$ cat config.mk
export PLATFORM = sky130hd
export DESIGN_NAME = fetch_pc_sequencer
export DESIGN_NICKNAME = d
export VERILOG_FILES = /design/src/rtl/fetch_pc_sequencer.sv
export SDC_FILE = /design/constraint.sdc
export NUM_CORES = 1
export LEC_CHECK = 0
export ABC_AREA = 1
export CAP_MARGIN = 20
export CELL_PAD_IN_SITES_DETAIL_PLACEMENT = 1
export CELL_PAD_IN_SITES_GLOBAL_PLACEMENT = 2
export CORE_UTILIZATION = 31
export CTS_CLUSTER_SIZE = 25
export DETAILED_ROUTE_END_ITERATION = 10
export PLACE_DENSITY = 0.84
export SLEW_MARGIN = 0
export SYNTH_ARGS = -nofsm -noshare
export SYNTH_HDL_FRONTEND = slang
export SYNTH_SLANG_ARGS = --single-unit
$ cat constraint.sdc
create_clock -name CLK -period 3.1 [get_ports CLK]
set_input_delay 0.62 -clock CLK [delete_from_list [all_inputs] [get_ports CLK]]
set_output_delay 0.62 -clock CLK [all_outputs]
set_load 0.05 [all_outputs]
$ cat src/rtl/fetch_pc_sequencer.sv
// Front-end PC sequencer: issues word fetches, buffers in-order responses, squashes on EXE redirect.
// Optional statistics counters enabled with FETCH_REDIRECT_STATS_EN.
module fetch_pc_sequencer #(
   parameter logic [31:0] RESET_PC        = 32'hBFC0_0000,
   parameter int          MAX_OUTSTANDING = 2,
   parameter int          CNT_W           = 16
) (
   input  logic             CLK,
   input  logic             RESET,
   input  logic             Request_Alt_PC,
   input  logic [31:0]      alt_addr,
   input  logic             flush,
   input  logic             STALL,
   output logic             imem_req,
   output logic [31:0]      imem_addr,
   input  logic             imem_gnt,
   input  logic             imem_rvalid,
   input  logic [31:0]      imem_rdata,
   output logic [31:0]      Instr_OUT,
   output logic [31:0]      Instr_PC_OUT,
   output logic             Instr_valid_OUT,
`ifdef FETCH_REDIRECT_STATS_EN
   output logic [CNT_W-1:0] redirect_count_OUT,
   output logic [CNT_W-1:0] dropped_count_OUT,
`endif
   output logic             squash_OUT
);

   localparam int CW = $clog2(MAX_OUTSTANDING + 1);
   localparam int PW = (MAX_OUTSTANDING > 1) ? $clog2(MAX_OUTSTANDING) : 1;
   localparam logic [CW-1:0] MAXC  = CW'(MAX_OUTSTANDING);
   localparam logic [PW-1:0] LASTP = PW'(MAX_OUTSTANDING - 1);

   typedef enum logic [1:0] {BOOT, RUN, HOLD} state_t;

   state_t        r_state;
   logic [31:0]   r_fetchPc;
   logic [CW-1:0] r_outCnt;
   logic [CW-1:0] r_dropCnt;
   logic [CW-1:0] r_fifoCnt;
   logic [PW-1:0] r_fifoRd;
   logic [PW-1:0] r_fifoWr;
   logic [PW-1:0] r_pcqRd;
   logic [PW-1:0] r_pcqWr;
   logic [31:0]   r_fifoInstr [MAX_OUTSTANDING];
   logic [31:0]   r_fifoPc    [MAX_OUTSTANDING];
   logic [31:0]   r_pcq       [MAX_OUTSTANDING];
   logic          r_squash;

   logic          w_redirect;
   logic [31:0]   w_target;
   logic [CW:0]   w_inUse;
   logic          w_grant;
   logic          w_rspAcc;
   logic          w_dropActive;
   logic          w_push;
   logic          w_discard;
   logic          w_pop;
   logic          w_fifoFull;
   logic [CW-1:0] w_outCntNext;
   logic [CW-1:0] w_fifoCntNext;

   function automatic logic [PW-1:0] nextPtr(input logic [PW-1:0] p);
      return (p == LASTP) ? '0 : p + PW'(1);
   endfunction

   // Responses with nothing tracked (owed from before reset) are ignored entirely.
   assign w_redirect    = Request_Alt_PC | flush;
   assign w_target      = {alt_addr[31:2], 2'b00};
   assign w_inUse       = {1'b0, r_outCnt} + {1'b0, r_fifoCnt};
   assign imem_req      = (r_state == RUN) && (w_inUse < {1'b0, MAXC}) && !w_redirect;
   assign imem_addr     = r_fetchPc;
   assign w_grant       = imem_req && imem_gnt;
   assign w_rspAcc      = imem_rvalid && (r_outCnt != '0);
   assign w_dropActive  = (r_dropCnt != '0);
   assign w_push        = w_rspAcc && !w_dropActive && !w_redirect;
   assign w_discard     = w_rspAcc && (w_dropActive || w_redirect);
   assign w_pop         = Instr_valid_OUT && !STALL && !w_redirect;
   assign w_fifoFull    = (r_fifoCnt == MAXC);
   assign w_outCntNext  = r_outCnt + CW'(w_grant) - CW'(w_rspAcc);
   assign w_fifoCntNext = r_fifoCnt + CW'(w_push) - CW'(w_pop);

   assign Instr_OUT       = r_fifoInstr[r_fifoRd];
   assign Instr_PC_OUT    = r_fifoPc[r_fifoRd];
   assign Instr_valid_OUT = (r_fifoCnt != '0);
   assign squash_OUT      = r_squash;

   // Sequencer state: one idle boot cycle, HOLD while decode is stalled on a full buffer.
   always_ff @(posedge CLK or negedge RESET) begin
      if (!RESET) begin
         r_state <= BOOT;
      end else if (w_redirect) begin
         r_state <= RUN;
      end else begin
         case (r_state)
            BOOT:    r_state <= RUN;
            RUN:     if (STALL && w_fifoFull) r_state <= HOLD;
            HOLD:    if (!STALL) r_state <= RUN;
            default: r_state <= BOOT;
         endcase
      end
   end

   // Fetch PC, in-flight count and the number of stale responses still to be thrown away.
   always_ff @(posedge CLK or negedge RESET) begin
      if (!RESET) begin
         r_fetchPc <= RESET_PC;
         r_outCnt  <= '0;
         r_dropCnt <= '0;
         r_squash  <= 1'b0;
      end else begin
         r_outCnt <= w_outCntNext;
         r_squash <= w_redirect;
         if (w_redirect) begin
            r_fetchPc <= w_target;
            r_dropCnt <= w_outCntNext;
         end else begin
            if (w_grant) r_fetchPc <= r_fetchPc + 32'd4;
            if (w_rspAcc && w_dropActive) r_dropCnt <= r_dropCnt - CW'(1);
         end
      end
   end

   // PC shadow queue pairs each live response with the address it was fetched from.
   always_ff @(posedge CLK or negedge RESET) begin
      if (!RESET) begin
         r_pcqRd <= '0;
         r_pcqWr <= '0;
         for (int i = 0; i < MAX_OUTSTANDING; i++) r_pcq[i] <= '0;
      end else if (w_redirect) begin
         r_pcqRd <= '0;
         r_pcqWr <= '0;
      end else begin
         if (w_grant) begin
            r_pcq[r_pcqWr] <= r_fetchPc;
            r_pcqWr        <= nextPtr(r_pcqWr);
         end
         if (w_push) r_pcqRd <= nextPtr(r_pcqRd);
      end
   end

   // Response buffer; the head feeds decode directly, so a word appears the cycle after rvalid.
   always_ff @(posedge CLK or negedge RESET) begin
      if (!RESET) begin
         r_fifoRd  <= '0;
         r_fifoWr  <= '0;
         r_fifoCnt <= '0;
         for (int i = 0; i < MAX_OUTSTANDING; i++) begin
            r_fifoInstr[i] <= '0;
            r_fifoPc[i]    <= '0;
         end
      end else if (w_redirect) begin
         r_fifoRd  <= '0;
         r_fifoWr  <= '0;
         r_fifoCnt <= '0;
      end else begin
         if (w_push) begin
            r_fifoInstr[r_fifoWr] <= imem_rdata;
            r_fifoPc[r_fifoWr]    <= r_pcq[r_pcqRd];
            r_fifoWr              <= nextPtr(r_fifoWr);
         end
         if (w_pop) r_fifoRd <= nextPtr(r_fifoRd);
         r_fifoCnt <= w_fifoCntNext;
      end
   end

`ifdef FETCH_REDIRECT_STATS_EN
   logic [CNT_W-1:0] r_redirCount;
   logic [CNT_W-1:0] r_dropCount;

   // Saturating event counters for redirects and discarded responses.
   always_ff @(posedge CLK or negedge RESET) begin
      if (!RESET) begin
         r_redirCount <= '0;
         r_dropCount  <= '0;
      end else begin
         if (w_redirect && (r_redirCount != '1)) r_redirCount <= r_redirCount + CNT_W'(1);
         if (w_discard && (r_dropCount != '1))   r_dropCount  <= r_dropCount + CNT_W'(1);
      end
   end

   assign redirect_count_OUT = r_redirCount;
   assign dropped_count_OUT  = r_dropCount;
`else
   logic w_unusedDiscard;
   assign w_unusedDiscard = w_discard;
`endif

endmodule

# Word-level counts from Yosys, hierarchy flattened
# Index checks and enable logic that the tools add are counted.
[word_totals]
regBits = 237
latchBits = 0
ram_bits = 0
rom_bits = 0
inputBits = 71
output_inout_bits = 99
elab_cells = 108
mem_count = 0
[classes]
n_addsub = 11
multipliers = 0
n_div = 0
order_cmp = 7
n_eq_ne = 5
shift = 0
mux = 37
bitwise = 6
reduce_logical = 26
[op_table]
columns = ["op", "count"]
rows = [
  ["$mux 32", 13],
  ["$bwmux 64", 3],
  ["$demux 32 s1", 2],
  ["$add 32x3->32 const B", 1],
  ["$reduce_bool 2->1", 7],
  ["$logic_and 1x1->1", 12],
  ["$mux 1", 12],
  ["$mux 2", 6],
  ["$ge 2x2->1 const B", 4],
  ["$not 1->2", 4],
  ["$pmux 2 s3", 1],
  ["$reduce_and 2->1", 3],
  ["$add 1x1->1 const B", 4],
  ["$add 2x1->2", 2],
  ["$eq 2x2->1 const B", 2],
  ["$lt 2x1->1 const B", 2],
  ["$sub 2x1->2", 2],
  ["$add 2x2->3", 1],
  ["$logic_not 1->1", 3],
  ["$lt 3x2->1 const B", 1],
  ["$ne 3x2->1 const B", 1],
  ["$ne 3x3->1 const B", 1],
  ["$eq 2x1->1 const B", 1],
  ["$logic_not 2->1", 1],
  ["3 further kinds", 3],
]

# Logic depth before layout (Yosys ltp)
# Gate-level depths: netlist of the first run.
[depth]
ltp_word = 8
depth_mapped = 14
ltp_nobuf = 14

# Worst setup path before layout of the first run
# OpenSTA, ideal clock, no wires.
[synth_path]
kind = "register to output"
start = "register r_fifoRd"
end = "output port Instr_PC_OUT[30]"
arrival_ps = 2053
t_required_ps = 2480
path_slack_ps = 427
path_stages_with_launch = 6
n_path_buf = 3
cell_sequence = "dfrtp_1 > clkbuf_1 > inv_1 > clkbuf_1 > clkbuf_1 > o21ai_0"
[synth_via]
elab_chain_cells = 4
[synth_rtl]
columns = ["item", "line_no", "source"]
rows = [
  ["start: declaration", "41", "logic [PW-1:0] r_fifoRd;"],
  ["start signal: assignment", "162", "if (w_pop) r_fifoRd <= nextPtr(r_fifoRd);"],
  ["$not 1->2 (not written as such)", "84", "assign Instr_PC_OUT = r_fifoPc[r_fifoRd];"],
  ["$mux 32 (not written as such) (3 in a row)", "84", ""],
  ["end: declaration", "20", "output logic [31:0] Instr_PC_OUT,"],
]
# Every way passes these cells. The select of a mux whose other input is x is not followed.

# Worst setup path in the final report of the first run
[layout_path]
start = "register r_fifoRd"
end = "output port Instr_OUT[9]"
[layout_via]
elab_chain_cells = 4
[layout_rtl]
columns = ["item", "line_no", "source"]
rows = [
  ["$not 1->2 (not written as such)", "83", "assign Instr_OUT = r_fifoInstr[r_fifoRd];"],
  ["$mux 32 (not written as such) (3 in a row)", "83", ""],
  ["end: declaration", "19", "output logic [31:0] Instr_OUT,"],
]
# Every way passes these cells. The select of a mux whose other input is x is not followed.

==> results of run 1 <==
worst max-delay path: cells and delay by family (launching register included):
family                 cells  cell delay, ns
AND/OR/NAND/NOR            2            0.18
buffers and inverters      3            1.05
flip-flops                 1            0.38
metal layers:
| metal | vias to the layer above | GRT usage, % | part of all wire [%] |
|---|---|---|---|
| met1 | 4463 | 25.5 | 48 |
| met2 | 193 | 29.4 | 46 |
| met3 | 32 | 2.72 | 4.5 |
| li1 | 4703 | - | - |
| met4 | 0 | 3.35 | 1.5 |
| met5 | - | 0 | 0 |
cell usage after synthesis, drive strengths merged:
master    n  share of area (%)
a211oi    2               0.14
a21oi     8               0.37
a22oi     1              0.070
a31oi     3               0.17
a32o      1              0.093
buf      36                2.0
clkbuf   43                1.5
clkinv    1              0.035
conb      1              0.035
dfrtp   218                 51
dfstp     9                2.2
fa        1               0.19
ha        6               0.70
inv     116                4.1
nand2   594                 21
nand3    68                3.2
nand4     3               0.17
nor2     91                3.6
nor3      1              0.046
o211ai    2               0.14
o21a      1              0.070
o21ai   199                9.2
o22ai     2               0.12
o31ai     2               0.14
or2       1              0.058
xnor2     3               0.24
xor2      3               0.24
sequential cells by signal, indices dropped and copies added (netlist names), 2 cells and up:
| signal | cells |
|---|---|
| r_fifoCnt | 2 |
| r_state | 2 |
| r_fifoInstr | 64 |
| imem_addr | 30 |
| r_pcq | 60 |
| r_outCnt | 2 |
| r_dropCnt | 2 |
| r_fifoPc | 60 |
worst max-delay path by stage:
stage,from,to,slack [ns],cells after the start
after floorplan,r_fifoRd$_DFFE_PN0P_,Instr_PC_OUT[30],0.43,5
after global placement,flush,r_dropCnt[0]$_DFFE_PN0P_,0.40,12
after detailed placement,flush,r_dropCnt[0]$_DFFE_PN0P_,0.36,12
after CTS,r_fifoRd$_DFFE_PN0P_,Instr_OUT[15],0.26,5
after global routing,r_fifoRd$_DFFE_PN0P_,Instr_OUT[24],0.07,5
final,r_fifoRd$_DFFE_PN0P_,Instr_OUT[9],0.32,5
layout make-up:
cell class	count	area (sq um)	area share (%)
Tap cell	448	561	4.00
Multi-Input combinational cell	996	4300	30.7
Inverter	117	442	3.15
Clock buffer	42	815	5.81
Sequential cell	227	5690	40.6
Clock inverter	8	119	0.848
Timing Repair Buffer	186	2090	14.9
power by group through the flow:
stage | combinational [W] | clock, W | sequential, W
after floorplan | 0.00274 | 0 | 0.00439
after global placement | 0.00459 | 0 | 0.00432
after detailed placement | 0.00469 | 0 | 0.00436
after CTS | 0.00471 | 0.00341 | 0.00432
after global routing | 0.00507 | 0.00353 | 0.00442
final | 0.00463 | 0.00331 | 0.00431
cell families (layout without fill, tap and decap cells):
group / count (synthesis) / count (layout) / share of synthesized area, %
XOR/XNOR: 6 / 6 / 0.487
buffers and inverters: 196 / 353 / 7.59
flip-flops: 227 / 227 / 52.7
AO/OA/AOI/OAI: 221 / 221 / 10.5
adder cells (fa/ha/maj): 7 / 7 / 0.881
AND/OR/NAND/NOR: 758 / 758 / 27.7
other: 1 / 4 / 0.0347
through the flow:
step           hold WS, ns  total power, W  setup WS, ns  cells
6_report            0.0903          0.0123         0.316   2024
5_1_grt              0.134          0.0130        0.0749   2024
4_1_cts              0.117          0.0124         0.257   2024
3_5_place_dp         0.458         0.00905         0.356   1974
3_3_place_gp         0.454         0.00891         0.401   1974
2_1_floorplan        0.324         0.00713         0.427   1419
==> metrics.md, run 1 <==
| Metric | Value |
|---|---|
| Achievable frequency | `0.359 GHz` |
| Mapped Cells | `1416` |
| Post-CTS Hold Fix Bufs | `0` |
| Worst vdd ir | `0.552 mV` |
| Routed WL | `31000 um` |
| ANT cells | `0` |
| Hold violation total from the final report | `0` |
| Worst hold-check path type | `input pin to asynchronous set/reset pin` |
| Seq/Total Area, Yosys | `around 53%` |
| DP HPWL | `between 20000 and 25000 um` |
| Clock power share | `between 20% and 30%` |
| P per Cell Area | `between 800 and 900 nW/um^2` |
| Gpl congestion | `between 0.7 and 0.8` |
| Initial DRC count | `467` |
| Flops & latches, synth | `approximately 230` |
| GRT overflow | `0` |
| Area Growth Syn to Fin | `29.9%` |
| First-pass GRT wire length | `52500 um` |
| Cell internal pwr | `between 0.007 and 0.008 W` |
| Via density | `roughly 4.6` |
| Relative slew slack | `54.4%` |
| Worst EP required | `approximately 2.5 ns` |
| Fin crit period | `2.78 ns` |
| Core area | `33900 sq um` |
| Clock Skews | `approximately 0.020 ns` |
| IO Count | `170` |
| Drt pass-1 iters | `5` |
| CP startpoint kind | `flop` |
| Lkg Pwr | `around 7.0 nW` |
| Period utilisation layout | `approximately nine tenths` |
| FF-to-FF End | `r_dropCnt[0]$_DFFE_PN0P_` |
| Setup violations, final | `0` |
| Most frequent cells in the layout | `nand2_1, dfrtp_1, o21ai_0` |
| H-tree Lvls | `1` |
| Mapped Area | `10800 sq um` |
| Total CTS buffers | `28` |
| Combinational fraction of design power | `37.8%` |
| CTS root buffer | `clkbuf_16` |
| Initial Util | `about a third` |
| Crit path cell chain | `inv_2 -> buf_4 -> nand2_1 -> nand2_1 -> buf_4` |
| Post-CTS Setup Inserts | `0` |
| Die X-Extent | `approximately 190 um` |
| Most common library cell in the layout ignoring fill and taps | `nand2_1` |
| Clock-pin slew on the worst setup and hold paths | `around 0.060 ns` |
| R2R setup slack | `~0.56 ns` |
| Worst skew pair latency | `0.54 ns` |
| Port-buffer cells | `between 150 and 200` |
| DP Area | `between 10000 and 15000 sq um` |
| Vias | `about 9400` |
| CP max-delay cell | `buf_4` |
| Post-synth cell types | `37` |
| Slew @ Worst Pin | `about 0.68 ns` |
| Fillers | `approximately 4000` |
| Critical path type | `flop to primary output` |
| Switch share | `about two fifths` |
| WP data arrival | `~2.2 ns` |
| Final ANT Viol Nets | `0` |
| Worst R2R Start | `r_fifoCnt[0]$_DFF_PN0_` |
| RSZ-0062 raised after global routing | `no` |
| Final core utilization | `41.4%` |
| TritonCTS clock tree | `yes` |
| Clk buf depth | `3` |
| Outcome | `finished, final reports clean` |
| Die area | `35600 sq um` |
| Row count | `between 60 and 70` |
| Vias in the first global route | `a little under 10000` |
| Switching power total | `between 0.004 and 0.005 W` |
| Die height | `189 um` |
| Global Route Usage Sum | `18.1%` |
| Slew Limit Fails | `0` |
| Crit-path max FO | `32` |
| Max Cap Viol | `0` |
| DR WL/cell | `approximately 15 um` |
| Crit path capture type | `primary output` |
| Slowest Stage Delay on Critical Path | `~0.47 ns` |
| Final Instance Area | `~14000 sq um` |
| Setup tns final | `0 ns` |
| Post_cts resized | `0` |
| Detailed-route DRC error count | `0` |
| Initial antenna violation count | `0` |
| Clk sink count | `roughly 230` |
| Warnings from Yosys | `0` |
| Nets | `roughly 1600` |
| Mean Syn Cell Area | `7.62 sq um` |
| FF-to-FF path depth | `14` |
| Largest net degree at the start of global routing | `96` |
| Register share of total power | `between 30% and 40%` |
| Share of post-route cells with drive strength above 1 | `about 9.6%` |
Note: power is estimated with default switching activity, not from simulation.
==> inputs of run 2 (changes only) <==
- CORE_ASPECT_RATIO: default -> 0.9
==> run 2 against run 1 <==
Net effect: final area up 0.38%; non-clock buffer count is the same; wire length up 2.5%; critical path type unchanged.
==> metrics.md, run 2 (same netlist as run 1, synthesis figures left out) <==
| Metric | Value |
|---|---|
| Most frequent cells in the layout | `nand2_1, dfrtp_1, o21ai_0` |
| Fin crit period | `about 2.8 ns` |
| Fin cells | `2039` |
| R2R setup slack | `0.57 ns` |
| Worst R2R Start | `r_outCnt[0]$_DFF_PN0_` |
| Clock Skews | `roughly 0.016 ns` |
| Lkg Pwr | `6.97 nW` |
| Die area | `~36000 sq um` |
| Gpl congestion | `slightly below 0.8` |
| Setup tns final | `0 ns` |
| First-pass GRT wire length | `roughly 53000 um` |
| Hold Slack | `0.0831 ns` |
| Slew @ Worst Pin | `0.663 ns` |
| Top Registers | `r_fifoInstr x64, r_fifoPc x60, r_pcq x60` |
| H-tree Lvls | `1` |
| Largest net degree at the start of global routing | `between 90 and 100` |
| Area Growth Syn to Fin | `30.4%` |
| DP HPWL | `roughly 22000 um` |
| Global Route Usage Sum | `18.6%` |
| Slew Limit Fails | `0` |
| Row count | `64` |
| DP Worst Slack | `between 0.3 and 0.4 ns` |
| Clock-pin slew on the worst setup and hold paths | `approximately 0.060 ns` |
| Inst Count DP | `roughly 2000` |
| Share of post-route cells with drive strength above 1 | `roughly 10%` |
| Initial DRC count | `approximately 440` |
| Critical path type | `flop to primary output` |
| Total CTS buffers | `28` |
| ANT cells | `0` |
| Achievable frequency | `~0.36 GHz` |
| WP data arrival | `2.19 ns` |
| Crit-path max FO | `33` |
| Die height | `~180 um` |
| Vias | `roughly 9500` |
| Clk buf depth | `3` |
| Worst EP required | `2.48 ns` |
| Clk sink count | `~230` |
| Largest register FFs | `64` |
| Relative slew slack | `between 50% and 60%` |
| Initial Util | `31.6%` |
| Die X-Extent | `199 um` |
| Crit path capture type | `primary output` |
| Via density | `around 4.7` |
| GRT overflow | `0` |
| CP startpoint kind | `flop` |
| Hold violation total from the final report | `0` |
| RSZ-0062 raised after global routing | `no` |
| Max Cap Viol | `0` |
| Worst hold-check path type | `input pin to asynchronous set/reset pin` |
| FF-to-FF End | `r_dropCnt[0]$_DFFE_PN0P_` |
| Crit path cell chain | `inv_2 -> buf_4 -> o21ai_0 -> buf_12` |
| Core area | `about 34000 sq um` |
| DR WL/cell | `15.6 um` |
| Post-CTS Setup Inserts | `0` |
| Period utilisation layout | `90.8%` |
| Biggest register | `r_fifoInstr` |
| Routed WL | `between 30000 and 40000 um` |
| Setup violations, final | `0` |
| Worst vdd ir | `roughly 0.46 mV` |
| Drt pass-1 iters | `5` |
| FF-to-FF path depth | `14` |
| Initial antenna violation count | `0` |
| Final core utilization | `between 40% and 50%` |
| Final ANT Viol Nets | `0` |
| Post_cts resized | `0` |
| Most common library cell in the layout ignoring fill and taps | `nand2_1` |
| Outcome | `finished, final reports clean` |
| TritonCTS clock tree | `yes` |
| Nets | `1634` |
| CTS root buffer | `clkbuf_16` |
| Detailed-route DRC error count | `0` |
| Post-CTS Hold Fix Bufs | `0` |
| Vias in the first global route | `~9900` |
| P per Cell Area | `slightly below 900 nW/um^2` |
| CP max-delay cell | `buf_4` |
| Port-buffer cells | `163` |
| Slowest Stage Delay on Critical Path | `between 0.4 and 0.5 ns` |
| PnR worst setup slack | `0.286 ns` |
| Worst skew pair latency | `between 0.5 and 0.6 ns` |
| IO Count | `170` |
[run 2: cell types whose count changed in the layout (fill, tap and decap cells not counted)]
cell / before / now
clkbuf_1: 9 / 5
clkinv_4: 0 / 2
clkinv_2: 4 / 3
inv_6: 1 / 0
bufinv_16: 3 / 2
buf_12: 35 / 36
nand2_2: 2 / 3
clkinvlp_4: 0 / 2
clkbuf_8: 4 / 8
buf_4: 51 / 50
nand2_4: 1 / 0
[run 2: area by class of cell]
class,count,area [sq um]
fillers,4152,20000
flip-flops and latches,227,5690
multi-input cells,996,4300
repair buffers,186,2100
clock buffers,42,855
well taps,462,578
inverters,117,442
clock inverters,9,108
[run 2: layer usage]
metal | share of wire [%] | routed length (um) | track usage [%] | vias to the layer above
met5 | 0 | 0 | 0 | -
met4 | 1.8 | 578 | 3.97 | 0
met3 | 4.3 | 1370 | 3.22 | 39
met2 | 45 | 14200 | 29.8 | 171
met1 | 49 | 15500 | 26.4 | 4591
li1 | - | - | - | 4717
[run 2: how the worst max path moves through the flow]
stage / cells past startpoint / startpoint / to / slack, ns
final: 4 / r_fifoRd$_DFFE_PN0P_ / Instr_PC_OUT[29] / 0.29
after global placement: 12 / flush / r_dropCnt[0]$_DFFE_PN0P_ / 0.45
after detailed placement: 12 / flush / r_dropCnt[0]$_DFFE_PN0P_ / 0.40
after floorplan: 5 / r_fifoRd$_DFFE_PN0P_ / Instr_PC_OUT[30] / 0.43
after CTS: 4 / r_fifoRd$_DFFE_PN0P_ / Instr_PC_OUT[29] / 0.20
after global routing: 5 / r_fifoRd$_DFFE_PN0P_ / Instr_PC_OUT[25] / 0.13
[run 2: per-stage QoR]
| stage | total power, W | instance area, sq um |
|---|---|---|
| 2_1_floorplan | 0.00713 | 10800 |
| 3_3_place_gp | 0.00893 | 13100 |
| 3_5_place_dp | 0.00907 | 13100 |
| 4_1_cts | 0.0125 | 14100 |
| 5_1_grt | 0.0131 | 14100 |
| 6_report | 0.0123 | 14100 |
[run 2: critical path, delay by kind of cell (launching register included)]
| kind | cells | cell delay [ns] |
|---|---|---|
| AO/OA/AOI/OAI | 1 | 0.28 |
| flip-flops | 1 | 0.39 |
| buffers and inverters | 3 | 0.96 |
[run 2: report_power, final]
group	internal [W]	switching (W)
Clock	0.00206	0.00127
Sequential	0.00383	0.000489
Combinational	0.00170	0.00296
Total	0.00759	0.00472
==> inputs of run 3 (changes only) <==
- CORE_ASPECT_RATIO: 0.9 -> default
- MAX_ROUTING_LAYER: default -> met4
==> run 3 against run 2 <==
Net effect: first-iteration DRC count is 2.5% higher; final cell count fell by 0.74%; hold slack improved by 0.0080 ns; flip-flop and latch count stayed put; critical endpoint is now Instr_OUT[9].
==> metrics.md, run 3 (same netlist as run 1, synthesis figures left out) <==
| Metric | Value |
|---|---|
| Period utilisation layout | `between 80 and 90%` |
| Gpl congestion | `0.798` |
| Initial DRC count | `between 400 and 500` |
| Combinational fraction of design power | `roughly 38%` |
| Most frequent cells in the layout | `nand2_1, dfrtp_1, o21ai_0` |
| Most common library cell in the layout ignoring fill and taps | `nand2_1` |
| Storage element area | `around 5700 sq um` |
| Initial antenna violation count | `0` |
| Core area | `roughly 34000 sq um` |
| Max Cap Viol | `0` |
| Total Power | `0.0123 W` |
| Share of post-route cells with drive strength above 1 | `under 10%` |
| Vias | `~9400` |
| Clk sink count | `227` |
| Area of the multi-input gates | `4300 sq um` |
| Post-CTS Setup Inserts | `0` |
| First-pass GRT wire length | `52400 um` |
| Switch share | `between 30% and 40%` |
| Total CTS buffers | `28` |
| Relative slew slack | `between 50 and 60%` |
| Register share of total power | `between 30% and 40%` |
| Cell internal pwr | `around 0.0076 W` |
| Worst vdd ir | `0.550 mV` |
| Slew @ Worst Pin | `between 0.7 and 0.8 ns` |
| FF-to-FF path depth | `14` |
| Post-CTS Hold Fix Bufs | `0` |
| Setup violations, final | `0` |
| Setup tns final | `0 ns` |
| Outcome | `finished, final reports clean` |
| Row count | `67` |
| WP data arrival | `2.16 ns` |
| GRT overflow | `0` |
| ANT cells | `0` |
| Hold violation total from the final report | `0` |
| PnR worst setup slack | `between 0.3 and 0.4 ns` |
| Global Route Usage Sum | `about 19%` |
| Die X-Extent | `roughly 190 um` |
| Biggest register | `r_fifoInstr` |
| Crit-path max FO | `32` |
| R2R setup slack | `around 0.57 ns` |
| Routed WL | `approximately 31000 um` |
| CP max-delay cell | `buf_4` |
| Worst skew pair latency | `between 0.5 and 0.6 ns` |
| Clock power share | `about 27%` |
| Slew Limit Fails | `0` |
| DP HPWL | `21000 um` |
| DR WL/cell | `around 15 um` |
| Fillers | `between 4000 and 5000` |
| RSZ-0062 raised after global routing | `no` |
| Drt pass-1 iters | `4` |
| Initial Util | `31.9%` |
| Top Registers | `r_fifoInstr x64, r_fifoPc x60, r_pcq x60` |
| Area Growth Syn to Fin | `29.9%` |
| Largest register FFs | `64` |
| Port-buffer cells | `between 150 and 200` |
| Largest net degree at the start of global routing | `96` |
| Crit path cell chain | `inv_2 -> buf_4 -> nand2_1 -> nand2_1 -> buf_4` |
| Clock Skews | `0.0192 ns` |
| CTS root buffer | `clkbuf_16` |
| Achievable frequency | `0.360 GHz` |
| CP startpoint kind | `flop` |
| Final ANT Viol Nets | `0` |
| Clock-pin slew on the worst setup and hold paths | `around 0.06 ns` |
| Clk buf depth | `3` |
| Slowest Stage Delay on Critical Path | `0.47 ns` |
| H-tree Lvls | `1` |
| Detailed-route DRC error count | `0` |
| Final Instance Area | `between 10000 and 15000 sq um` |
| Via density | `between 4 and 5` |
| IO Count | `170` |
| Die height | `between 150 and 200 um` |
| Lkg Pwr | `just under 7 nW` |
| Critical path type | `flop to primary output` |
| Die area | `around 36000 sq um` |
| Vias in the first global route | `9895` |
| DP Area | `around 13000 sq um` |
| Crit path capture type | `primary output` |
| Switching power total | `approximately 0.0047 W` |
| Fin crit period | `between 2 and 3 ns` |
| TritonCTS clock tree | `yes` |
| Worst EP required | `2.48 ns` |
| Post_cts resized | `0` |
| Nets | `1634` |
| DP Worst Slack | `approximately 0.36 ns` |
| P per Cell Area | `between 800 and 900 nW/um^2` |
| Worst hold-check path type | `input pin to asynchronous set/reset pin` |
run 3: changes by cell type in the layout (fill, tap and decap cells not counted):
cell	change
clkbuf_1	+4
clkbuf_8	-4
clkinv_4	-2
clkinvlp_4	-2
buf_12	-1
buf_4	+1
bufinv_16	+1
clkinv_2	+1
inv_6	+1
nand2_2	-1
nand2_4	+1
run 3: cell type report:
class | instances | area share [%]
well taps | 448 | 4.00
multi-input cells | 996 | 30.7
clock buffers | 42 | 5.81
inverters | 117 | 3.15
flip-flops and latches | 227 | 40.6
repair buffers | 186 | 14.9
clock inverters | 8 | 0.848
run 3: path summary, 6_finish.rpt:
check / startpoint / endpoint
setup / recovery: r_fifoRd$_DFFE_PN0P_ / Instr_OUT[9]
hold / removal: RESET / r_fifoInstr[39]$_DFFE_PN0P_
setup reg to reg: r_fifoCnt[0]$_DFF_PN0_ / r_dropCnt[0]$_DFFE_PN0P_
hold reg to reg: r_fifoPc[37]$_DFFE_PN0P_ / r_fifoPc[37]$_DFFE_PN0P_
max in group asynchronous: RESET / imem_addr[24]$_DFFE_PN1P_
min in group CLK: r_fifoPc[37]$_DFFE_PN0P_ / r_fifoPc[37]$_DFFE_PN0P_
run 3: metal layers:
layer  global-route usage [%]  vias up  part of all wire, %
met5                        -        -                    0
met2                     29.5      195                   46
met3                     2.61       33                  4.3
met1                     25.5     4486                   49
met4                     3.35        0                  1.5
li1                         -     4703                    -
run 3: critical path: cells and delay by family (launching register included):
kind          cells  cell delay (ns)
flops             1             0.38
simple gates      2             0.18
buf+inv           3             1.05
run 3: power groups by stage:
stage,clock [W],sequential [W],combinational (W)
finish,0.00331,0.00431,0.00464
global route,0.00354,0.00442,0.00507
CTS,0.00341,0.00432,0.00471
detailed placement,0,0.00436,0.00469
floorplan,0,0.00439,0.00274
global placement,0,0.00432,0.00459
run 3: metrics by stage:
step | hold WS [ns] | util [%] | instances
after floorplan | 0.324 | - | 1419
after global placement | 0.454 | 38.6 | 1974
after detailed placement | 0.458 | 38.6 | 1974
after CTS | 0.117 | 41.4 | 2024
after global routing | 0.115 | 41.4 | 2024
final | 0.0910 | 41.4 | 2024
